===== src/rtl/tier2_ram_ctrl_if.sv =====
// Client-side handshake bundle for tier2_ram_ctrl: a write port that
// offers words and a read port that pulls the oldest stored word.
interface tier2_ram_ctrl_if #(
  parameter int WORD_WIDTH = 18
);
  logic                  wr_req;
  logic [WORD_WIDTH-1:0] wr_data;
  logic                  wr_ack;
  logic                  rd_req;
  logic                  rd_ack;
  logic [WORD_WIDTH-1:0] rd_data;
  logic                  rd_valid;

  // Client side: raises requests, holds wr_data until wr_ack.
  modport master (
    output wr_req, wr_data, rd_req,
    input  wr_ack, rd_ack, rd_data, rd_valid
  );

  // Controller side: grants requests and returns read data.
  modport slave (
    input  wr_req, wr_data, rd_req,
    output wr_ack, rd_ack, rd_data, rd_valid
  );
endinterface


===== src/rtl/tier2_ram_ctrl.sv =====
// Circular FIFO controller in front of a single-port RAM with registered
// read data. At most one RAM access per cycle; contested cycles are
// arbitrated round-robin between the write and read sides. DEPTH must not
// exceed 2**ADDR_WIDTH; pointers wrap at DEPTH, not at the address range.
module tier2_ram_ctrl #(
  parameter int ADDR_WIDTH = 14,
  parameter int WORD_WIDTH = 18,
  parameter int DEPTH      = 12288
) (
  input  logic                  clk,
  input  logic                  rst,
  input  logic                  flush,
  tier2_ram_ctrl_if.slave       bus,
  output logic [ADDR_WIDTH-1:0] laddr_wr,
  output logic [ADDR_WIDTH-1:0] laddr_rd,
  output logic [WORD_WIDTH-1:0] output_to_ram,
  output logic                  lram_write_en,
  output logic                  lram_read_en,
  input  logic [WORD_WIDTH-1:0] ldata_ram,
  output logic [ADDR_WIDTH:0]   count,
  output logic                  full,
  output logic                  empty
);

  typedef enum logic {
    GRANT_RD = 1'b0,
    GRANT_WR = 1'b1
  } grant_t;

  localparam logic [ADDR_WIDTH-1:0] LAST_ADDR = ADDR_WIDTH'(DEPTH - 1);
  localparam logic [ADDR_WIDTH-1:0] ADDR_ONE  = {{(ADDR_WIDTH-1){1'b0}}, 1'b1};
  localparam logic [ADDR_WIDTH:0]   DEPTH_CNT = (ADDR_WIDTH+1)'(DEPTH);
  localparam logic [ADDR_WIDTH:0]   CNT_ONE   = {{ADDR_WIDTH{1'b0}}, 1'b1};

  logic [ADDR_WIDTH-1:0] wr_ptr_reg;
  logic [ADDR_WIDTH-1:0] rd_ptr_reg;
  logic [ADDR_WIDTH-1:0] wr_ptr_next;
  logic [ADDR_WIDTH-1:0] rd_ptr_next;
  logic [ADDR_WIDTH:0]   count_reg;
  logic                  rd_valid_reg;
  grant_t                last_grant_reg;

  logic full_int;
  logic empty_int;
  logic wr_elig;
  logic rd_elig;
  logic wr_grant;
  logic rd_grant;

  assign full_int  = (count_reg == DEPTH_CNT);
  assign empty_int = (count_reg == '0);

  // Eligibility is gated by rst so that no grant can escape while the
  // block is held in reset, even though the requests may still be high.
  assign wr_elig = rst & bus.wr_req & ~full_int  & ~flush;
  assign rd_elig = rst & bus.rd_req & ~empty_int & ~flush;

  // Round-robin: an uncontested request always wins; when both are
  // eligible, the side that did not win last time goes.
  assign wr_grant = wr_elig & (~rd_elig | (last_grant_reg == GRANT_RD));
  assign rd_grant = rd_elig & (~wr_elig | (last_grant_reg == GRANT_WR));

  assign wr_ptr_next = (wr_ptr_reg == LAST_ADDR) ? '0 : wr_ptr_reg + ADDR_ONE;
  assign rd_ptr_next = (rd_ptr_reg == LAST_ADDR) ? '0 : rd_ptr_reg + ADDR_ONE;

  // Buffer bookkeeping: pointers, occupancy and arbitration history.
  always_ff @(posedge clk or negedge rst) begin
    if (!rst) begin
      wr_ptr_reg     <= '0;
      rd_ptr_reg     <= '0;
      count_reg      <= '0;
      last_grant_reg <= GRANT_RD;
    end else if (flush) begin
      wr_ptr_reg     <= '0;
      rd_ptr_reg     <= '0;
      count_reg      <= '0;
      last_grant_reg <= GRANT_RD;
    end else begin
      if (wr_grant) begin
        wr_ptr_reg <= wr_ptr_next;
      end
      if (rd_grant) begin
        rd_ptr_reg <= rd_ptr_next;
      end
      // Grants are mutually exclusive, so at most one of these fires;
      // full/empty gating keeps count inside 0..DEPTH.
      if (wr_grant) begin
        count_reg <= count_reg + CNT_ONE;
      end else if (rd_grant) begin
        count_reg <= count_reg - CNT_ONE;
      end
      if (wr_grant) begin
        last_grant_reg <= GRANT_WR;
      end else if (rd_grant) begin
        last_grant_reg <= GRANT_RD;
      end
    end
  end

  // Read data arrives from the RAM one cycle after the address; flag it.
  // A read acked just before a flush still reports its word, because the
  // ack itself was registered on the previous edge.
  always_ff @(posedge clk or negedge rst) begin
    if (!rst) begin
      rd_valid_reg <= 1'b0;
    end else begin
      rd_valid_reg <= rd_grant;
    end
  end

  assign bus.wr_ack   = wr_grant;
  assign bus.rd_ack   = rd_grant;
  assign bus.rd_data  = ldata_ram;
  assign bus.rd_valid = rd_valid_reg;

  assign laddr_wr      = wr_ptr_reg;
  assign laddr_rd      = rd_ptr_reg;
  assign output_to_ram = bus.wr_data;
  assign lram_write_en = wr_grant;
  assign lram_read_en  = rd_grant;

  assign count = count_reg;
  assign full  = full_int;
  assign empty = empty_int;

endmodule


===== src/flat_wrapper.sv =====
// flat-port wrapper written by rule: the top's interface ports become plain ports
module tier2_ram_ctrl_flat 
#(
  parameter int ADDR_WIDTH = 14,
  parameter int WORD_WIDTH = 18,
  parameter int DEPTH      = 12288
)
  (clk, rst, flush, laddr_wr, laddr_rd, output_to_ram, lram_write_en, lram_read_en, ldata_ram, count, full, empty, bus_wr_req, bus_wr_data, bus_rd_req, bus_wr_ack, bus_rd_ack, bus_rd_data, bus_rd_valid);
  tier2_ram_ctrl_if #(.WORD_WIDTH(WORD_WIDTH)) bus_i ();
  input  logic clk;
  input  logic rst;
  input  logic flush;
  output logic [ADDR_WIDTH-1:0] laddr_wr;
  output logic [ADDR_WIDTH-1:0] laddr_rd;
  output logic [WORD_WIDTH-1:0] output_to_ram;
  output logic lram_write_en;
  output logic lram_read_en;
  input  logic [WORD_WIDTH-1:0] ldata_ram;
  output logic [ADDR_WIDTH:0] count;
  output logic full;
  output logic empty;
  input wire logic [$bits(bus_i.wr_req)-1:0] bus_wr_req;
  input wire logic [$bits(bus_i.wr_data)-1:0] bus_wr_data;
  input wire logic [$bits(bus_i.rd_req)-1:0] bus_rd_req;
  output wire logic [$bits(bus_i.wr_ack)-1:0] bus_wr_ack;
  output wire logic [$bits(bus_i.rd_ack)-1:0] bus_rd_ack;
  output wire logic [$bits(bus_i.rd_data)-1:0] bus_rd_data;
  output wire logic [$bits(bus_i.rd_valid)-1:0] bus_rd_valid;
  assign bus_i.wr_req = bus_wr_req;
  assign bus_i.wr_data = bus_wr_data;
  assign bus_i.rd_req = bus_rd_req;
  assign bus_wr_ack = bus_i.wr_ack;
  assign bus_rd_ack = bus_i.rd_ack;
  assign bus_rd_data = bus_i.rd_data;
  assign bus_rd_valid = bus_i.rd_valid;
  tier2_ram_ctrl #(.ADDR_WIDTH(ADDR_WIDTH), .WORD_WIDTH(WORD_WIDTH), .DEPTH(DEPTH)) u_core (.clk(clk), .rst(rst), .flush(flush), .bus(bus_i), .laddr_wr(laddr_wr), .laddr_rd(laddr_rd), .output_to_ram(output_to_ram), .lram_write_en(lram_write_en), .lram_read_en(lram_read_en), .ldata_ram(ldata_ram), .count(count), .full(full), .empty(empty));
endmodule

===== config.mk =====
export PLATFORM = sky130hd
export DESIGN_NAME = tier2_ram_ctrl_flat
export DESIGN_NICKNAME = d
export VERILOG_FILES = /design/src/rtl/tier2_ram_ctrl_if.sv /design/src/rtl/tier2_ram_ctrl.sv /design/src/flat_wrapper.sv
export SDC_FILE = /design/constraint.sdc
export NUM_CORES = 1
export LEC_CHECK = 0
export CELL_PAD_IN_SITES_DETAIL_PLACEMENT = 1
export CELL_PAD_IN_SITES_GLOBAL_PLACEMENT = 2
export CORE_ASPECT_RATIO = 1.4
export CORE_MARGIN = 4
export CORE_UTILIZATION = 25
export DETAILED_ROUTE_END_ITERATION = 10
export PLACE_DENSITY = 0.84
export SETUP_SLACK_MARGIN = 0.1
export SYNTH_ARGS = -nofsm -noshare
export SYNTH_HDL_FRONTEND = slang
export SYNTH_SLANG_ARGS = --single-unit

===== constraint.sdc =====
create_clock -name clk -period 4.7 [get_ports clk]
set_input_delay 0.94 -clock clk [delete_from_list [all_inputs] [get_ports clk]]
set_output_delay 0.94 -clock clk [all_outputs]
set_load 0.1 [all_outputs]

# Word-level counts from Yosys, hierarchy flattened
# Cells that the tools add are included.
# totals
ff_bits,45
inputBits,41
out_inout_bits,86
wordCells,44
# op_classes
addsub,4
eq_ne,3
mux,12
n_bitwise,16
n_reduce_logical,4
# op_table
op,n
14-bit two-way mux,6
15-bit two-way mux,3
"14-bit by 1-bit adder with 14-bit output, second input constant",2
"14-bit == test, second input constant",2
"15-bit by 1-bit adder with 15-bit output, second input constant",1
"15-bit by 14-bit == test with 1-bit output, second input constant",1
15-bit logical NOT,1
"15-bit by 1-bit subtractor with 15-bit output, second input constant",1
1-bit bitwise AND,8
1-bit NOT,6
2-bit nonzero test,2
1-bit two-way mux,3
3-bit nonzero test,1
1-bit OR,2

# Logic depth before layout (Yosys ltp)
# Gate-level depths: netlist of run 1.
# depth
depth_word,10
depth_mapped,14
mapped_depth_nobuf,12

# Worst setup path before layout of run 1
# OpenSTA, ideal clock, no wires.
# synth_timing
kind,input port to flip-flop
from,in flush
to,"reg u_core.count_reg[14], in the netlist u_core.count[14]"
setup_time_ns,0.094
arrival_ns,5.383
required_time_ns,4.606
setup_slack_ns,-0.777
cell_stages,13
n_path_buf,2
cell_sequence,clkbuf_1 > nor2b_1 > o211ai_1 > clkbuf_1 > nor2_2 > inv_1 > fa_1 > a21o_1 > a221o_1 > a311o_1 > a21oi_1 > mux2i_1 > mux2i_1
# synth_via
elab_chain_len,7
elab_cells_between_ends,12
cone_classes,mux (2); bitwise (9); reduce/logical (1)
# synth_lines
element,line_no,text
start: declaration,flat_wrapper.sv:12,input logic flush;
1-bit NOT *,"tier2_ram_ctrl.sv:55, tier2_ram_ctrl.sv:56",
1-bit bitwise AND,tier2_ram_ctrl.sv:56,assign rd_elig = rst & bus.rd_req & ~empty_int & ~flush;
1-bit NOT,tier2_ram_ctrl.sv:60,assign wr_grant = wr_elig & (~rd_elig | (last_grant_reg == GRANT_RD));
1-bit OR,tier2_ram_ctrl.sv:60,
1-bit bitwise AND *,tier2_ram_ctrl.sv:60,
via bus_wr_ack,flat_wrapper.sv:25,output wire logic [$bits(bus_i.wr_ack)-1:0] bus_wr_ack;
15-bit two-way mux,tier2_ram_ctrl.sv:87,if (wr_grant) begin
15-bit two-way mux,tier2_ram_ctrl.sv:73,end else if (flush) begin
end signal: assignment,tier2_ram_ctrl.sv:88,count_reg <= count_reg + CNT_ONE;
end signal: assignment,tier2_ram_ctrl.sv:90,count_reg <= count_reg - CNT_ONE;
end: declaration,tier2_ram_ctrl.sv:39,logic [ADDR_WIDTH:0] count_reg;
# Mark *: on every way through the listed nets, which the timed path passes. The rest lies on a longest branch.
# A chain may end at the register's enable or synchronous reset.

# Worst setup path after layout of run 1
# layout_timing
from,in flush
to,"reg u_core.count_reg[14], in the netlist u_core.count[14]"
# layout_via
elab_chain_len,7
elab_cells_between_ends,12
cone_classes,mux (2); bitwise (9); reduce/logical (1)
# layout_lines
element,line_no
1-bit NOT,"tier2_ram_ctrl.sv:55, tier2_ram_ctrl.sv:56"
1-bit bitwise AND,tier2_ram_ctrl.sv:56
1-bit NOT,tier2_ram_ctrl.sv:60
1-bit OR,tier2_ram_ctrl.sv:60
1-bit bitwise AND,tier2_ram_ctrl.sv:60
15-bit two-way mux,tier2_ram_ctrl.sv:87
15-bit two-way mux,tier2_ram_ctrl.sv:73
# Several ways; a longest one is shown, not always the timed one.

==> impl_metrics.json, run 1 <==
{
  "status": "complete, no violations",
  "required_ns": 4.91,
  "largest_reg_flops": 15,
  "clk_latency_ns": 0.29,
  "synth-seq-cells": 45,
  "antenna_found_initial": 0,
  "dr.max_layer_used": "met4",
  "die_h_um": 143,
  "grt_pass1_wl_um": 16100,
  "synthCells": 369,
  "clockBufferDepth": 2,
  "power_mw": 1.79,
  "globalplace.congestion": 0.824,
  "slew-limit-headroom": 0.338,
  "arrival_ns": 4.22,
  "numCtsBuffers": 5,
  "synth_flop_cell": "dfrtp_1",
  "hold_ws_ns": 0.538,
  "firstDrtPassIters": 4,
  "pwr-share-seq": 0.279,
  "end_kind": "flop",
  "wl_met3_um": 289,
  "ant_nets": 0,
  "cap_violations": 0,
  "synth_adder_area_share": 0.0677,
  "combPwrFrac": 0.524,
  "synthXorXnorAreaFrac": 0.0377,
  "num_vias": 2793,
  "area_growth_pct": 20.7,
  "first_global_vias": 3150,
  "synthSimpleGateAreaFrac": 0.221,
  "viasPerCell": 5.16,
  "routedWlPerCell_um": 17.6,
  "hp-class": "flop to flop",
  "syn_area_um2": 3250,
  "row_count": 49,
  "grt_usage": 0.132,
  "tightest_slew_ns": 0.990,
  "design.die.area_um2": 14900,
  "crit_type": "input pin to flop",
  "wl_met1_um": 3970,
  "dr_wl_met2_um": 5090,
  "cts_root_buf": "clkbuf_16",
  "peakVddDrop_mv": 0.166,
  "grt_max_degree": 46,
  "io_pins": 127,
  "clkPwrFrac": 0.196,
  "cts.reportedPaths.clkPinSlew_ns": 0.06,
  "die_x_um": 104,
  "fmax_ghz": 0.249,
  "hold_viol": 0,
  "setup_viol": 0,
  "ys_seq_area_frac": 0.346,
  "fin_crit_sh": 0.854,
  "place_hpwl_um": 7040,
  "synth-edff-count": 0,
  "fillers": 1474,
  "power_leakage_nw": 1.64,
  "clock_skew_ns": 0.00382,
  "synth_top_family_by_area": "simple AND/OR/NAND/NOR gates",
  "internal_power_mw": 0.928,
  "start_util": 0.254,
  "synthArstFlopShare": 1.00,
  "synth.distinct_cells": 57,
  "wl_um": 9520,
  "synth_compound_area_frac": 0.203,
  "gr-total-overflow": 0,
  "p_per_area_nw_per_um2": 456,
  "period_needed_ns": 4.01,
  "cts_max_level": 2,
  "yosysWarnings": 0,
  "fp.coreArea_um2": 12800,
  "layout.cells.non_filler": 541,
  "portBuffers": 54,
  "postSynthNetCount": 427,
  "rsz0062_at_grt": "false",
  "slew_viol_final": 0,
  "synthMuxAreaShare": 0.0123,
  "power.switching_mw": 0.863,
  "crit_path_max_fanout": 10,
  "drt-initial-drc-count": 92,
  "critPathLaunchType": "input pin",
  "switching_share": 0.482,
  "cts_tree": "built",
  "cts_hold_buf": 0,
  "cts_setup_buffers": 0,
  "n_antenna_cell": 0,
  "syn_area_per_cell_um2": 8.82,
  "drcViolationCount": 0,
  "nets": 446,
  "clock_sinks": 45,
  "dp_cells": 534,
  "tns_ns": 0,
  "ctsResizeCount": 0,
  "drive_gt1_frac": 0.113,
  "r2r_slack_ns": 0.81
}
## synth_stat cells, types with 4 or more instances
library cell  number  area [um^2]
a21oi_1           25          125
a31oi_1            5         31.3
inv_1              6         22.5
mux2i_1            4         40.0
xor2_1             8         70.1
nand4_1            7         43.8
xnor2_1            6         52.6
clkbuf_1           9         33.8
ha_1              16          200
o21a_1             7         52.6
a21o_1            13         97.6
nor2_1            21         78.8
nand3_1           16         80.1
o21ai_0           16         80.1
buf_4             38          285
nand2_1           41          154
a22o_1             5         43.8
nor3_1            13         65.1
dfrtp_1           45         1130
nor2b_1            5         31.3
and3_1             9         56.3
## through the flow
step / instance area [um^2] / worst slack, ns / utilization
after CTS: 3930 / 0.681 / 0.306
final: 3930 / 0.685 / 0.306
after floorplan: 3330 / 0.0400 / -
after global placement: 3790 / 0.448 / 0.296
after detailed placement: 3790 / 0.378 / 0.296
after global routing: 3930 / 0.468 / 0.306
## per-layer routing
metal	GRT usage	up-vias
li1	-	1342
met1	0.150	1392
met5	0	-
met3	0.0194	12
met2	0.245	47
met4	0.0574	0
## cells in the final DEF (no fill, tap or decap), types with 9 or more instances in the layout
master	count
a21o_1	13
a21oi_1	24
and3_1	9
buf_4	9
clkdlybuf4s50_1	48
dfrtp_1	32
dfrtp_2	9
ha_1	16
nand2_1	41
nand3_1	16
nor2_1	21
nor3_1	12
o21ai_0	16
## cell families after synthesis
kind of cell               count (synthesis)
AOI/OAI and AO/OA                         98
muxes                                      4
adders and majority gates                 17
buffers and inverters                     56
xor gates and xnor gates                  14
and+or+nand+nor                          135
DFF                                       45
## worst paths after layout
check                              startpoint                 end  depth (start not counted)
setup / recovery                        flush    u_core.count[14]                         13
hold / removal             u_core.laddr_wr[4]  u_core.laddr_wr[4]                          1
setup reg to reg              u_core.count[0]    u_core.count[14]                         12
hold reg to reg            u_core.laddr_wr[4]  u_core.laddr_wr[4]                          1
max in group asynchronous                 rst     u_core.count[3]                          2
min in group asynchronous                 rst  u_core.laddr_wr[4]                          2
## critical path, cell delays in order
cell and delay, ns:
clkdlybuf4s50_1 0.53, nor2b_4 0.07, and3_1 0.18, o31a_1 0.13
nor2_4 0.15, clkinvlp_4 0.24, fa_2 0.44, a21o_1 0.19
a221o_1 0.39, a311o_1 0.37, a21oi_2 0.16, mux2i_1 0.22
mux2i_1 0.20
## power groups by stage
stage	clock network [mW]	registers (mW)	logic, mW
global route	0.376	0.511	1.01
global placement	0	0.508	0.920
CTS	0.363	0.502	0.944
floorplan	0	0.757	0.607
detailed placement	0	0.510	0.940
finish	0.351	0.500	0.939
## area by class of cell
class / instances / area [um^2] / area share
Clock inverter: 1 / 5.00 / 0.00128
Multi-Input combinational cell: 268 / 1790 / 0.456
Tap cell: 153 / 191 / 0.0488
Timing Repair Buffer: 62 / 633 / 0.161
Clock buffer: 6 / 129 / 0.0328
Inverter: 6 / 26.3 / 0.00669
Sequential cell: 45 / 1150 / 0.294
(Power assumes the default switching activity.)
==> inputs of run 2 (changes only) <==
- CORE_MARGIN: 4 -> 2
==> impl_metrics.json, run 2 (synthesis results as in run 1) <==
{
  "io_pins": 127,
  "dp_cells": 533,
  "internal_power_mw": 0.930,
  "grt_pass1_wl_um": 16200,
  "hold_ws_ns": 0.547,
  "crit_type": "input pin to flop",
  "slew-limit-headroom": 0.334,
  "row_count": 49,
  "setup_viol": 0,
  "cts_hold_buf": 0,
  "timing.final.ws_setup_ns": 0.518,
  "final_common_cell": "clkdlybuf4s50_1",
  "power_mw": 1.80,
  "portBuffers": 54,
  "fillers": 1495,
  "first_global_vias": 3181,
  "max_stage_delay_ns": 0.56,
  "power_leakage_nw": 1.63,
  "n_antenna_cell": 0,
  "wl_um": 9620,
  "r2r-start": "u_core.count[0]",
  "clk_latency_ns": 0.30,
  "clockBufferDepth": 2,
  "clock_sinks": 45,
  "die_h_um": 139,
  "critPathTopFamily": "compound AO/OA/AOI/OAI gates",
  "ctsResizeCount": 0,
  "arrival_ns": 4.40,
  "gr-total-overflow": 0,
  "rsz0062_at_grt": "false",
  "cts_setup_buffers": 0,
  "clkPwrFrac": 0.198,
  "final_cell_mix": "49 x clkdlybuf4s50_1, 41 x nand2_1, 32 x dfrtp_1",
  "pwr-share-seq": 0.279,
  "drt-initial-drc-count": 75,
  "cap_violations": 0,
  "peakVddDrop_mv": 0.279,
  "combPwrFrac": 0.523,
  "ant_nets": 0,
  "tns_ns": 0,
  "postPlaceCellArea_um2": 3790,
  "place_hpwl_um": 6940,
  "drive_gt1_frac": 0.113,
  "die_x_um": 100,
  "startpoint": "flush",
  "num_vias": 2888,
  "area_growth_pct": 20.8,
  "fin_crit_sh": 0.890,
  "crit_path_max_fanout": 15,
  "grt_usage": 0.143,
  "worstHoldStart": "u_core.laddr_wr[4]",
  "globalplace.congestion": 0.844,
  "cts_tree": "built",
  "cts_max_level": 2,
  "firstDrtPassIters": 4,
  "final_area_um2": 3930,
  "largest_reg_flops": 15,
  "path_buf_inv": 2,
  "slew_viol_final": 0,
  "period_needed_ns": 4.18,
  "fin_util": 0.308,
  "layout.cells.non_filler": 541,
  "routedWlPerCell_um": 17.8,
  "fp.coreArea_um2": 12800,
  "tightest_slew_ns": 0.996,
  "switching_share": 0.483,
  "viasPerCell": 5.34,
  "crit_slowest_cell": "o21ai_0",
  "antenna_found_initial": 0,
  "status": "complete, no violations",
  "grt_max_degree": 46,
  "drcViolationCount": 0,
  "start_util": 0.255,
  "required_ns": 4.92,
  "nets": 445,
  "cts_root_buf": "clkbuf_16",
  "hp-class": "flop to flop",
  "cts.reportedPaths.clkPinSlew_ns": 0.06,
  "pre_cts_slack_ns": 0.215,
  "design.die.area_um2": 14000,
  "critPathLaunchType": "input pin",
  "p_per_area_nw_per_um2": 458,
  "numCtsBuffers": 5,
  "power.switching_mw": 0.867,
  "fmax_ghz": 0.239,
  "clock_skew_ns": 0.0105,
  "hold_viol": 0,
  "end_kind": "flop",
  "critical_path.cell_chain": "clkdlybuf4s50_1 > nor2b_4 > and3_1 > o31a_1 > nor2_4 > clkinvlp_4 > ha_1 > and2_1 > nand4_1 > o21ai_0 > o211ai_1 > a2111o_1 > nand3_1"
}
## run 2: power by group through the flow
stage / Clock, mW / Sequential (mW) / Combinational [mW]
floorplan: 0 / 0.757 / 0.607
global placement: 0 / 0.508 / 0.920
detailed placement: 0 / 0.510 / 0.938
CTS: 0.366 / 0.503 / 0.943
global route: 0.386 / 0.513 / 1.00
finish: 0.356 / 0.502 / 0.940
## run 2: layer usage
metal | wire length (um) | vias to the layer above | GRT usage
li1 | - | 1344 | -
met1 | 4030 | 1479 | 0.163
met2 | 5160 | 45 | 0.267
met3 | 240 | 20 | 0.0146
met4 | 184 | 0 | 0.0570
met5 | 0 | - | 0
## run 2: final cells by class
cell class,count,area [um^2],area share
multi-input cells,268,1790,0.455
flip-flops and latches,45,1150,0.293
repair buffers,61,628,0.160
well taps,153,191,0.0487
clock buffers,5,125,0.0318
inverters,6,26.3,0.00669
clock inverters,3,17.5,0.00446
## run 2: worst paths after layout
kind / depth (start not counted) / end / slack, ns
max in group asynchronous: 2 / u_core.count[6] / 3.43
min in group asynchronous: 2 / u_core.laddr_wr[4] / 0.79
max reg2reg: 12 / u_core.count[13] / 0.64
max: 13 / u_core.count[13] / 0.52
min reg2reg: 1 / u_core.laddr_wr[4] / 0.55
min: 1 / u_core.laddr_wr[4] / 0.55
